[src/rtl/uart_cmd_link.sv]
`default_nettype none
// ============================================================================
// Module      : uart_cmd_link
// Description : UART link to a host. The receiver assembles two consecutive
//               valid bytes into a 16-bit command (first byte high) and flags
//               it with cmd_rdy. The transmitter sends one response byte per
//               accepted send_resp pulse and reports completion on resp_sent.
//               Frame: 1 start (0), 8 data LSB first, 1 stop (1), no parity.
// Ports       : clk, rst_n (async, active-low)
//               RX          serial in from host, idle high, asynchronous
//               TX          serial out to host, idle high
//               cmd[15:0]   assembled command
//               cmd_rdy     cmd holds a complete command (level)
//               clr_cmd_rdy pulse, clears cmd_rdy
//               resp[7:0]   response byte, sampled with send_resp
//               send_resp   pulse, starts a response frame when idle
//               resp_sent   last response frame fully shifted out (level)
// Revision    : 1.0 - initial release
// ============================================================================
module uart_cmd_link #(
    parameter int BAUD_DIV = 1736
) (
    input  logic        clk,
    input  logic        rst_n,
    input  logic        RX,
    output logic        TX,
    output logic [15:0] cmd,
    output logic        cmd_rdy,
    input  logic        clr_cmd_rdy,
    input  logic [7:0]  resp,
    input  logic        send_resp,
    output logic        resp_sent
);

    localparam logic [15:0] c_bit_last  = 16'(BAUD_DIV - 1);
    localparam logic [15:0] c_half_last = 16'((BAUD_DIV / 2) - 1);

    localparam logic [1:0] c_rx_idle  = 2'd0;
    localparam logic [1:0] c_rx_start = 2'd1;
    localparam logic [1:0] c_rx_data  = 2'd2;
    localparam logic [1:0] c_rx_stop  = 2'd3;

    localparam logic c_tx_idle  = 1'b0;
    localparam logic c_tx_shift = 1'b1;

    // ------------------------------------------------------------------------
    // RX synchronizer (preset high so reset looks like an idle line)
    // ------------------------------------------------------------------------
    logic r_rx_meta;
    logic r_rx_sync;

    always_ff @(posedge clk or negedge rst_n) begin
        if (!rst_n) begin
            r_rx_meta <= 1'b1;
            r_rx_sync <= 1'b1;
        end else begin
            r_rx_meta <= RX;
            r_rx_sync <= r_rx_meta;
        end
    end

    // ------------------------------------------------------------------------
    // Receiver FSM
    // ------------------------------------------------------------------------
    logic [1:0]  r_rx_state;
    logic [1:0]  w_rx_state_nxt;
    logic [15:0] r_rx_cnt;
    logic [15:0] w_rx_cnt_nxt;
    logic [2:0]  r_rx_bit_idx;
    logic [7:0]  r_rx_shift;
    logic        w_rx_sample;
    logic        w_rx_stop;
    logic        w_rx_valid;
    logic        w_rx_frame_err;

    always_ff @(posedge clk or negedge rst_n) begin
        if (!rst_n) begin
            r_rx_state <= c_rx_idle;
            r_rx_cnt   <= 16'd0;
        end else begin
            r_rx_state <= w_rx_state_nxt;
            r_rx_cnt   <= w_rx_cnt_nxt;
        end
    end

    always_comb begin
        w_rx_state_nxt = r_rx_state;
        w_rx_cnt_nxt   = r_rx_cnt + 16'd1;
        w_rx_sample    = 1'b0;
        w_rx_stop      = 1'b0;
        case (r_rx_state)
            c_rx_idle: begin
                w_rx_cnt_nxt = 16'd0;
                if (!r_rx_sync) begin
                    w_rx_state_nxt = c_rx_start;
                end
            end
            c_rx_start: begin
                // Mid start bit: a line already back high was a glitch.
                if (r_rx_cnt == c_half_last) begin
                    w_rx_cnt_nxt   = 16'd0;
                    w_rx_state_nxt = r_rx_sync ? c_rx_idle : c_rx_data;
                end
            end
            c_rx_data: begin
                if (r_rx_cnt == c_bit_last) begin
                    w_rx_cnt_nxt = 16'd0;
                    w_rx_sample  = 1'b1;
                    if (r_rx_bit_idx == 3'd7) begin
                        w_rx_state_nxt = c_rx_stop;
                    end
                end
            end
            c_rx_stop: begin
                if (r_rx_cnt == c_bit_last) begin
                    w_rx_cnt_nxt   = 16'd0;
                    w_rx_stop      = 1'b1;
                    w_rx_state_nxt = c_rx_idle;
                end
            end
            default: begin
                w_rx_cnt_nxt   = 16'd0;
                w_rx_state_nxt = c_rx_idle;
            end
        endcase
    end

    assign w_rx_valid     = w_rx_stop & r_rx_sync;
    assign w_rx_frame_err = w_rx_stop & ~r_rx_sync;

    // Data bits arrive LSB first, so shift in from the top.
    always_ff @(posedge clk or negedge rst_n) begin
        if (!rst_n) begin
            r_rx_bit_idx <= 3'd0;
            r_rx_shift   <= 8'd0;
        end else begin
            if (w_rx_sample) begin
                r_rx_bit_idx <= r_rx_bit_idx + 3'd1;
                r_rx_shift   <= {r_rx_sync, r_rx_shift[7:1]};
            end else if (r_rx_state != c_rx_data) begin
                r_rx_bit_idx <= 3'd0;
            end
        end
    end

    // ------------------------------------------------------------------------
    // Command assembly. r_ptr_low=0 means the next byte is the high byte.
    // ------------------------------------------------------------------------
    logic [15:0] r_cmd;
    logic        r_cmd_rdy;
    logic        r_ptr_low;

    always_ff @(posedge clk or negedge rst_n) begin
        if (!rst_n) begin
            r_cmd     <= 16'h0000;
            r_cmd_rdy <= 1'b0;
            r_ptr_low <= 1'b0;
        end else begin
            if (w_rx_frame_err) begin
                r_ptr_low <= 1'b0;
            end else if (w_rx_valid && !r_cmd_rdy) begin
                if (!r_ptr_low) begin
                    r_cmd[15:8] <= r_rx_shift;
                    r_ptr_low   <= 1'b1;
                end else begin
                    r_cmd[7:0]  <= r_rx_shift;
                    r_ptr_low   <= 1'b0;
                end
            end

            // A completed command takes priority over a stale clear.
            if (w_rx_valid && !r_cmd_rdy && r_ptr_low) begin
                r_cmd_rdy <= 1'b1;
            end else if (clr_cmd_rdy) begin
                r_cmd_rdy <= 1'b0;
            end
        end
    end

    assign cmd     = r_cmd;
    assign cmd_rdy = r_cmd_rdy;

    // ------------------------------------------------------------------------
    // Transmitter FSM
    // ------------------------------------------------------------------------
    logic        r_tx_state;
    logic        w_tx_state_nxt;
    logic [15:0] r_tx_cnt;
    logic [15:0] w_tx_cnt_nxt;
    logic [3:0]  r_tx_bits;
    logic [9:0]  r_tx_shift;
    logic        r_resp_sent;
    logic        w_tx_load;
    logic        w_tx_shift_en;
    logic        w_tx_done;

    always_ff @(posedge clk or negedge rst_n) begin
        if (!rst_n) begin
            r_tx_state <= c_tx_idle;
            r_tx_cnt   <= 16'd0;
        end else begin
            r_tx_state <= w_tx_state_nxt;
            r_tx_cnt   <= w_tx_cnt_nxt;
        end
    end

    always_comb begin
        w_tx_state_nxt = r_tx_state;
        w_tx_cnt_nxt   = r_tx_cnt + 16'd1;
        w_tx_load      = 1'b0;
        w_tx_shift_en  = 1'b0;
        w_tx_done      = 1'b0;
        case (r_tx_state)
            c_tx_idle: begin
                w_tx_cnt_nxt = 16'd0;
                if (send_resp) begin
                    w_tx_load      = 1'b1;
                    w_tx_state_nxt = c_tx_shift;
                end
            end
            c_tx_shift: begin
                if (r_tx_cnt == c_bit_last) begin
                    w_tx_cnt_nxt = 16'd0;
                    if (r_tx_bits == 4'd9) begin
                        w_tx_done      = 1'b1;
                        w_tx_state_nxt = c_tx_idle;
                    end else begin
                        w_tx_shift_en = 1'b1;
                    end
                end
            end
            default: begin
                w_tx_cnt_nxt   = 16'd0;
                w_tx_state_nxt = c_tx_idle;
            end
        endcase
    end

    // Ones shift in from the top so TX stays at the idle level afterwards.
    always_ff @(posedge clk or negedge rst_n) begin
        if (!rst_n) begin
            r_tx_shift  <= 10'h3FF;
            r_tx_bits   <= 4'd0;
            r_resp_sent <= 1'b0;
        end else begin
            if (w_tx_load) begin
                r_tx_shift  <= {1'b1, resp, 1'b0};
                r_tx_bits   <= 4'd0;
                r_resp_sent <= 1'b0;
            end else if (w_tx_shift_en) begin
                r_tx_shift <= {1'b1, r_tx_shift[9:1]};
                r_tx_bits  <= r_tx_bits + 4'd1;
            end else if (w_tx_done) begin
                r_tx_shift  <= 10'h3FF;
                r_resp_sent <= 1'b1;
            end
        end
    end

    assign TX        = r_tx_shift[0];
    assign resp_sent = r_resp_sent;

endmodule
`default_nettype wire

[config.mk]
export PLATFORM = sky130hd
export DESIGN_NAME = uart_cmd_link
export DESIGN_NICKNAME = d
export VERILOG_FILES = /design/src/rtl/uart_cmd_link.sv
export SDC_FILE = /design/constraint.sdc
export NUM_CORES = 1
export LEC_CHECK = 0
export CORE_MARGIN = 1
export CORE_UTILIZATION = 30
export CTS_BUF_LIST = sky130_fd_sc_hd__clkbuf_8
export DETAILED_ROUTE_END_ITERATION = 8
export HOLD_SLACK_MARGIN = 0.12
export PLACE_DENSITY_LB_ADDON = 0.3
export SETUP_SLACK_MARGIN = 0.1
export SLEW_MARGIN = 25
export SYNTH_ARGS = -nofsm -noshare
export SYNTH_HDL_FRONTEND = slang
export SYNTH_SLANG_ARGS = --single-unit
[constraint.sdc]
create_clock -name clk -period 3.25 [get_ports clk]
set_input_delay 0.975 -clock clk [delete_from_list [all_inputs] [get_ports clk]]
set_output_delay 0.975 -clock clk [all_outputs]
set_load 0.005 [all_outputs]
==> results.tsv, run 1 <==
stage	metric	value	unit
worst_setup_path	r2r worst-path depth	6	
route	DRT Pass-1 Iters	4	
clock_tree	Root Buffer	clkbuf_8	
yosys	ys flop type	dfrtp_1	
yosys	Synth area leader	dfrtp_1	
cells_and_area	Post-Route Utilization	36.7	%
yosys	Mean Syn Cell Area	11.7	um^2
grt	number of global-route vias before repair	2494	
sta	max_slew headroom	52.5	%
worst_setup_path	CP Cell Sequence	clkdlybuf4s50_1	
yosys	Synth area leaders	dfrtp_1 45%, mux2_4 9.4%, dfstp_2 7.5%, nor2_1 3.7%, xnor2_1 3.0%	
cells_and_area	nets	381	
worst_setup_path	register-to-register path setup slack	1.00	ns
sta	worst slew pin tran	0.713	ns
route	routed wire length	6960	um
sta	Final Max Tran Viols	0	
yosys	Post-synth ARST share	100	%
worst_setup_path	worst r2r src	r_rx_cnt[0]	
clock_tree	post-CTS setup buffer count	0	
clock_tree	CTS Buf Count	9	
worst_setup_path	Required @ worst endpoint	2.27	ns
job	Max-cap violations	0	
route	DRT antenna net count	0	
route	DR vias/cell	4.62	
floorplan	I/O Pins	32	
min_path	WHS Path Cells	0	
grt	initial antenna violation count	0	
grt	largest net degree at the start of global routing	81	
cells_and_area	Syn-to-layout area delta	17.2	%
yosys	Syn Nets	347	
yosys	number of distinct library cells after synthesis	47	
power	VDD IR max	0.132	mV
floorplan	initial core utilization	31.3	%
yosys	mapped cell area	3840	um^2
route	DR vias	2471	
sta	min cycle time layout	2.34	ns
worst_setup_path	CP max stage cell	dfstp_2	
floorplan	die area	13200	um^2
cells_and_area	layout cells sized above 1	18.0	%
clock_tree	clk slew on worst S/H paths	0.08	ns
clock_tree	clk sinks	80	
clock_tree	post_cts resized	0	
worst_setup_path	Crit. End Element	output port	
floorplan	core area	12300	um^2
yosys	number of synthesized register bits	80	
route	Remaining DRCs	0	
place	Detailed Place HPWL	4720	um
clock_tree	hold_buf cts	0	
yosys	synth warn	0	
grt	global route overflow	0	
yosys	Yosys top cell area share	45.0	%
place	Setup WS pre-CTS	0.898	ns
cells_and_area	FILL cells	1234	
clock_tree	htree depth	3	
worst_setup_path	Max stage delay on crit path	0.53	ns
place	placed cells	519	
sta	fin crit share	72.1	%
clock_tree	Max Buffers Root-to-Sink	2	
clock_tree	later-pin clock latency in the skew report	0.36	ns
sta	Peak Freq	427	MHz
min_path	Hold Path Origin	r_rx_meta	
sta	Finish-stage setup viols	0	
floorplan	cell row count	40	
worst_setup_path	Crit Reg-Reg Endpoint	r_rx_cnt[14]	
grt	gr usage total	11.9	%
cells_and_area	sequential cell area	2020	um^2
floorplan	Die W	115	um
cells_and_area	area occupied by multi-input gates	1750	um^2
min_path	Min-Delay Path Class	flop to flop	
worst_setup_path	crit path max fanout	2	
sta	Final Hold Vio Count	0	
worst_setup_path	worst path bufs/invs	1	
sta	RSZ-0062 raised after global routing	false	
place	routability cong.	0.733	
cells_and_area	ant diodes	0	
sta	post-route setup slack	0.907	ns
worst_setup_path	Worst EP arrival	1.37	ns
clock_tree	CTS tree	yes	
min_path	Worst Hold Endpoint	r_rx_sync	
sta	skew final	0.0153	ns
outcome	outcome	complete, no violations	
power	power per cell area	382	nW/um^2
sta	TNS Setup	0	ns
worst_setup_path	CP Class	flop to output port	
worst_setup_path	Critical Path Source Type	flop	
worst_setup_path	CP top delay family	flip-flops	
yosys	sequential cell area fraction in the yosys report	52.5	%
place	Area after DPL	4310	um^2
floorplan	die height	115	um
route	initial DRC count	89	
cells_and_area	post-route insts no fill	535	
cells_and_area	post-route cell area	4500	um^2
power	Pleak	1.98	nW
place	port bufs	31	
route	routed len/inst	13.0	um
grt	first-pass GRT wire length	12100	um
yosys	Post-synth EDFFs	0	
yosys	Syn Inst Count	328	
state kept, by name, indices dropped and copies added, names as in the netlist, named ones only:
register      count
r_tx_shift        9
cmd_rdy           1
r_rx_state        1
r_rx_sync         1
r_rx_shift        8
resp_sent         1
r_tx_state        1
cmd              16
r_rx_cnt         16
r_ptr_low         1
r_tx_cnt         16
r_rx_meta         1
r_tx_bits         4
r_rx_bit_idx      3
kinds of logic (layout without fill, tap and decap cells):
| logic type | after synthesis | in the layout | synth area share [%] |
|---|---|---|---|
| xor+xnor | 23 | 23 | 5.25 |
| compound gates | 33 | 33 | 6.10 |
| simple gates | 141 | 141 | 21.4 |
| flops | 80 | 80 | 52.5 |
| fa+ha+maj | 6 | 6 | 1.96 |
| buf+inv | 15 | 54 | 1.86 |
| mux | 30 | 30 | 11.0 |
layout by cell type (no fill, tap or decap), types with 2 or more instances in the layout:
master           Yosys  layout
dfrtp_1             69      69
nor2_1              38      38
clkdlybuf4s50_1      0      30
mux2_4              24      24
nand2_1             23      23
nand3_1             14      14
xnor2_1             13      13
nand4_1             12      12
a21oi_1             12      12
dfstp_2             11      11
xor2_1              10      10
clkbuf_8             0      10
inv_1                6       7
or3_1                7       7
and3_1               7       7
mux2i_1              6       6
ha_1                 6       6
and4_1               5       5
and2_1               5       5
a211oi_1             5       5
o21ai_0              4       4
nor3_1               4       4
nor4_1               4       4
nand2b_1             3       3
nand2_8              3       3
o221a_2              3       3
or4_4                2       2
nand3b_1             2       2
nor4b_1              2       2
nor2b_1              2       2
o21ai_1              2       2
inv_6                0       2
synthesized netlist by cell type, types with 5 or more instances:
master    instances
a211oi_1          5
a21oi_1          12
and2_1            5
and3_1            7
and4_1            5
clkbuf_1          7
dfrtp_1          69
dfstp_2          11
ha_1              6
inv_1             6
mux2_4           24
mux2i_1           6
nand2_1          23
nand3_1          14
nand4_1          12
nor2_1           38
or3_1             7
xnor2_1          13
xor2_1           10
final cells by class:
| class | count | area share [%] |
|---|---|---|
| inverter | 6 | 0.501 |
| clock buffer | 10 | 3.06 |
| clock inverter | 6 | 0.946 |
| sequential | 80 | 44.8 |
| multi-input combinational | 233 | 38.9 |
| timing repair buffer | 32 | 7.09 |
| tap | 168 | 4.67 |
worst max path at each step:
stage,start,to,slack (ns),cells past startpoint
after floorplan,r_rx_cnt[0],cmd[0],1.08,6
after global routing,r_rx_cnt[0],r_rx_cnt[7],0.82,6
after global placement,send_resp,r_tx_shift[3],0.96,5
after CTS,r_tx_shift[0],TX,0.87,1
final,r_tx_shift[0],TX,0.91,1
after detailed placement,send_resp,r_tx_shift[3],0.90,5
routing by layer:
metal  track usage [%]  wire, um
met1              16.4      3490
met2              17.2      3160
met3              2.42       152
met4              6.75       154
met5                 0         0
report_power, final:
group / switching, mW / total [mW] / internal (mW)
clock: 0.365 / 0.666 / 0.301
combinational: 0.0250 / 0.0429 / 0.0179
sequential: 0.00366 / 1.01 / 1.00
stage by stage:
stage          power [mW]  hold slack [ns]
2_1_floorplan        1.03            0.345
3_3_place_gp         1.07            0.347
3_5_place_dp         1.07            0.347
4_1_cts              1.75            0.360
5_1_grt              1.80            0.370
6_report             1.72            0.358
Power figures use the tool's default switching activity.
==> run 2: changes to the inputs <==
==> constraint.sdc (replaced) <==
create_clock -name clk -period 2.25 [get_ports clk]
set_input_delay 0.675 -clock clk [delete_from_list [all_inputs] [get_ports clk]]
set_output_delay 0.675 -clock clk [all_outputs]
set_load 0.005 [all_outputs]
==> results.tsv, run 2 (synthesis gave the netlist of run 1 again) <==
stage	metric	value	unit	change
sta	Final Max Tran Viols	0		unchanged
grt	initial antenna violation count	0		unchanged
worst_setup_path	register-to-register path setup slack	0.12	ns	-0.88 ns
grt	routing usage on met2	18.4	%	+1.2 points
clock_tree	CTS tree	yes		
sta	worst slew pin tran	0.561	ns	-0.151 ns
grt	gr usage total	12.5	%	+0.62 points
power	Comb pwr share	2.5	%	about the same
power	Clk pwr share	40.9	%	+2.1 points
clock_tree	later-pin clock latency in the skew report	0.36	ns	about the same
cells_and_area	layout cells sized above 1	20.8	%	+2.9 points
worst_setup_path	crit path max fanout	9		+7
floorplan	die area	13200	um^2	unchanged
power	cell-internal power	1.99	mW	+51%
route	DRT Pass-1 Iters	4		unchanged
grt	met1 Use GR	17.5	%	+1.1 points
floorplan	die height	115	um	unchanged
sta	Finish-stage setup viols	0		unchanged
clock_tree	CTS Buf Count	9		unchanged
worst_setup_path	worst path bufs/invs	1		unchanged
floorplan	cell row count	40		unchanged
clock_tree	htree depth	3		unchanged
place	Area after DPL	4410	um^2	+2.1%
worst_setup_path	CP max stage cell	or4b_4		
sta	min cycle time layout	2.13	ns	
power	Pleak	2.05	nW	+3.6%
grt	global route overflow	0		unchanged
sta	max_slew headroom	62.3	%	+9.8 points
floorplan	Die W	115	um	unchanged
cells_and_area	most frequent cells in the layout	69 x dfrtp_1, 38 x nor2_1, 30 x clkdlybuf4s50_1		
sta	TNS Setup	0	ns	unchanged
worst_setup_path	Required @ worst endpoint	2.49	ns	+0.22 ns
sta	RSZ-0062 raised after global routing	true		
grt	largest net degree at the start of global routing	67		-17%
worst_setup_path	r2r worst-path depth	6		unchanged
power	power per cell area	554	nW/um^2	+45%
worst_setup_path	Worst EP arrival	2.37	ns	+1.00 ns
sta	skew final	0.0108	ns	-0.00452 ns
route	DR vias	2586		+4.7%
clock_tree	Max Buffers Root-to-Sink	2		unchanged
floorplan	initial core utilization	31.3	%	unchanged
route	Remaining DRCs	0		unchanged
power	sequential share of power	56.5	%	-2.2 points
route	routed wire length	7420	um	+6.6%
job	Max-cap violations	0		unchanged
place	routability cong.	0.761		+3.9%
place	port bufs	31		unchanged
sta	Final Hold Vio Count	0		unchanged
clock_tree	clk sinks	80		unchanged
route	DRT antenna net count	0		unchanged
worst_setup_path	Max stage delay on crit path	0.48	ns	-0.05 ns
route	initial DRC count	110		+24%
cells_and_area	Post-Route Utilization	37.9	%	+1.2 points
cells_and_area	commonest non-fill, non-tap cell in the layout	dfrtp_1		
grt	first-pass GRT wire length	12800	um	+5.2%
sta	Peak Freq	470	MHz	
route	routed len/inst	13.6	um	+4.3%
route	DR vias/cell	4.73		+2.4%
power	VDD IR max	0.204	mV	+55%
worst_setup_path	CP Cell Sequence	ha_4 > or4b_4 > nor4_4 > buf_12 > nand2_8 > mux2_4		
outcome	outcome	complete, no violations		
place	Detailed Place HPWL	5000	um	+5.8%
clock_tree	clk slew on worst S/H paths	0.09	ns	about the same
worst_setup_path	CP Class	flop to flop		
worst_setup_path	Crit. End Element	flop		
power	P_sw	585	uW	+49%
sta	fin crit share	94.6	%	
floorplan	I/O Pins	32		unchanged
worst_setup_path	Critical Path Source Type	flop		
worst_setup_path	CP top delay family	simple AND/OR/NAND/NOR gates		
min_path	Min-Delay Path Class	input pin to asynchronous set/reset pin		
cells_and_area	nets	393		+3.1%
worst_setup_path	Crit Reg-Reg Endpoint	cmd[7]		
grt	GRT busiest layer	met2		
worst_setup_path	worst r2r src	r_rx_cnt[1]		
grt	number of global-route vias before repair	2636		+5.7%
power	Sw Ratio	22.7	%	-0.23 points
cells_and_area	Syn-to-layout area delta	21.2	%	
cells_and_area	ant diodes	0		unchanged
clock_tree	Root Buffer	clkbuf_8		
floorplan	core area	12300	um^2	unchanged
grt	met3 Usage GRT	2.90	%	+0.47 points
cells_and_area	post-route cell area	4650	um^2	+3.4%
==> run 2: changes by cell type in the layout (fill, tap and decap cells not counted) <==
cell / delta
buf_4: +10
clkinvlp_4: +1
clkbuf_8: -1
buf_6: -1
ha_4: +1
ha_1: -1
bufinv_16: +1
buf_12: +3
inv_6: -1
==> run 2: final cells by class <==
| class | instances | area, um^2 |
|---|---|---|
| clock buffers | 9 | 124 |
| multi-input cells | 233 | 1760 |
| inverters | 6 | 22.5 |
| well taps | 168 | 210 |
| clock inverters | 7 | 71.3 |
| fillers | 1185 | 7610 |
| repair buffers | 44 | 443 |
| flip-flops and latches | 80 | 2020 |
==> run 2: worst reg2reg max path: stages, from the launching register on <==
cell,delay [ns]
dfrtp_1,0.42
ha_4,0.16
or4b_4,0.48
nor4_4,0.33
buf_12,0.20
nand2_8,0.11
mux2_4,0.33
==> run 2: worst max path at each step <==
stage / start / end / slack (ns) / cells after the start
after CTS: r_rx_cnt[0] / cmd[8] / 0.10 / 6
after global routing: r_rx_cnt[1] / cmd[8] / 0.05 / 6
after global placement: send_resp / r_tx_shift[1] / 0.11 / 5
after detailed placement: r_rx_cnt[0] / cmd[1] / 0.05 / 6
after floorplan: r_rx_cnt[0] / cmd[0] / 0.09 / 6
final: r_rx_cnt[1] / cmd[7] / 0.12 / 6
==> run 2: through the flow <==
stage	worst slack [ns]	hold WS [ns]	std cells	total power [mW]
after floorplan	0.0902	0.345	328	1.49
after CTS	0.101	0.138	545	2.63
after detailed placement	0.0539	0.352	526	1.55
after global routing	0.0513	0.156	547	2.70
after global placement	0.113	0.346	526	1.55
final	0.122	0.158	547	2.58
==> run 2: repair_timing <==
item	in CTS	in global routing
endpoints found under the setup margin	24	42
pin swaps	1	2
gates cloned	0	0
gates resized for setup	0	1
hold buffers	0	0
setup buffers	3	2
endpoints found under the hold margin	0	0
==> run 2: routing by layer <==
| metal | part of all wire (%) | vias up |
|---|---|---|
| li1 | - | 1270 |
| met5 | 0 | - |
| met3 | 2.9 | 10 |
| met4 | 1.5 | 0 |
| met2 | 45 | 29 |
| met1 | 51 | 1277 |
==> run 2: power groups by stage <==
stage	Clock, mW	Sequential [mW]	Combinational (mW)
floorplan	0	1.48	0.00968
global placement	0	1.48	0.0678
detailed placement	0	1.48	0.0687
CTS	1.10	1.46	0.0688
global route	1.16	1.46	0.0759
finish	1.05	1.46	0.0653
==> run 3: changes to the inputs <==
--- a/config.mk
+++ b/config.mk
@@ -5,6 +5,7 @@
 export SDC_FILE = /design/constraint.sdc
 export NUM_CORES = 1
 export LEC_CHECK = 0
+export CAP_MARGIN = 20
 export CORE_MARGIN = 1
 export CORE_UTILIZATION = 30
 export CTS_BUF_LIST = sky130_fd_sc_hd__clkbuf_8
@@ -12,6 +13,7 @@
 export HOLD_SLACK_MARGIN = 0.12
 export PLACE_DENSITY_LB_ADDON = 0.3
 export SETUP_SLACK_MARGIN = 0.1
+export SKIP_LAST_GASP = 1
 export SLEW_MARGIN = 25
 export SYNTH_ARGS = -nofsm -noshare
 export SYNTH_HDL_FRONTEND = slang
==> results of run 3 <==
The final DEF is identical to that of run 2; final timing and power are the same.
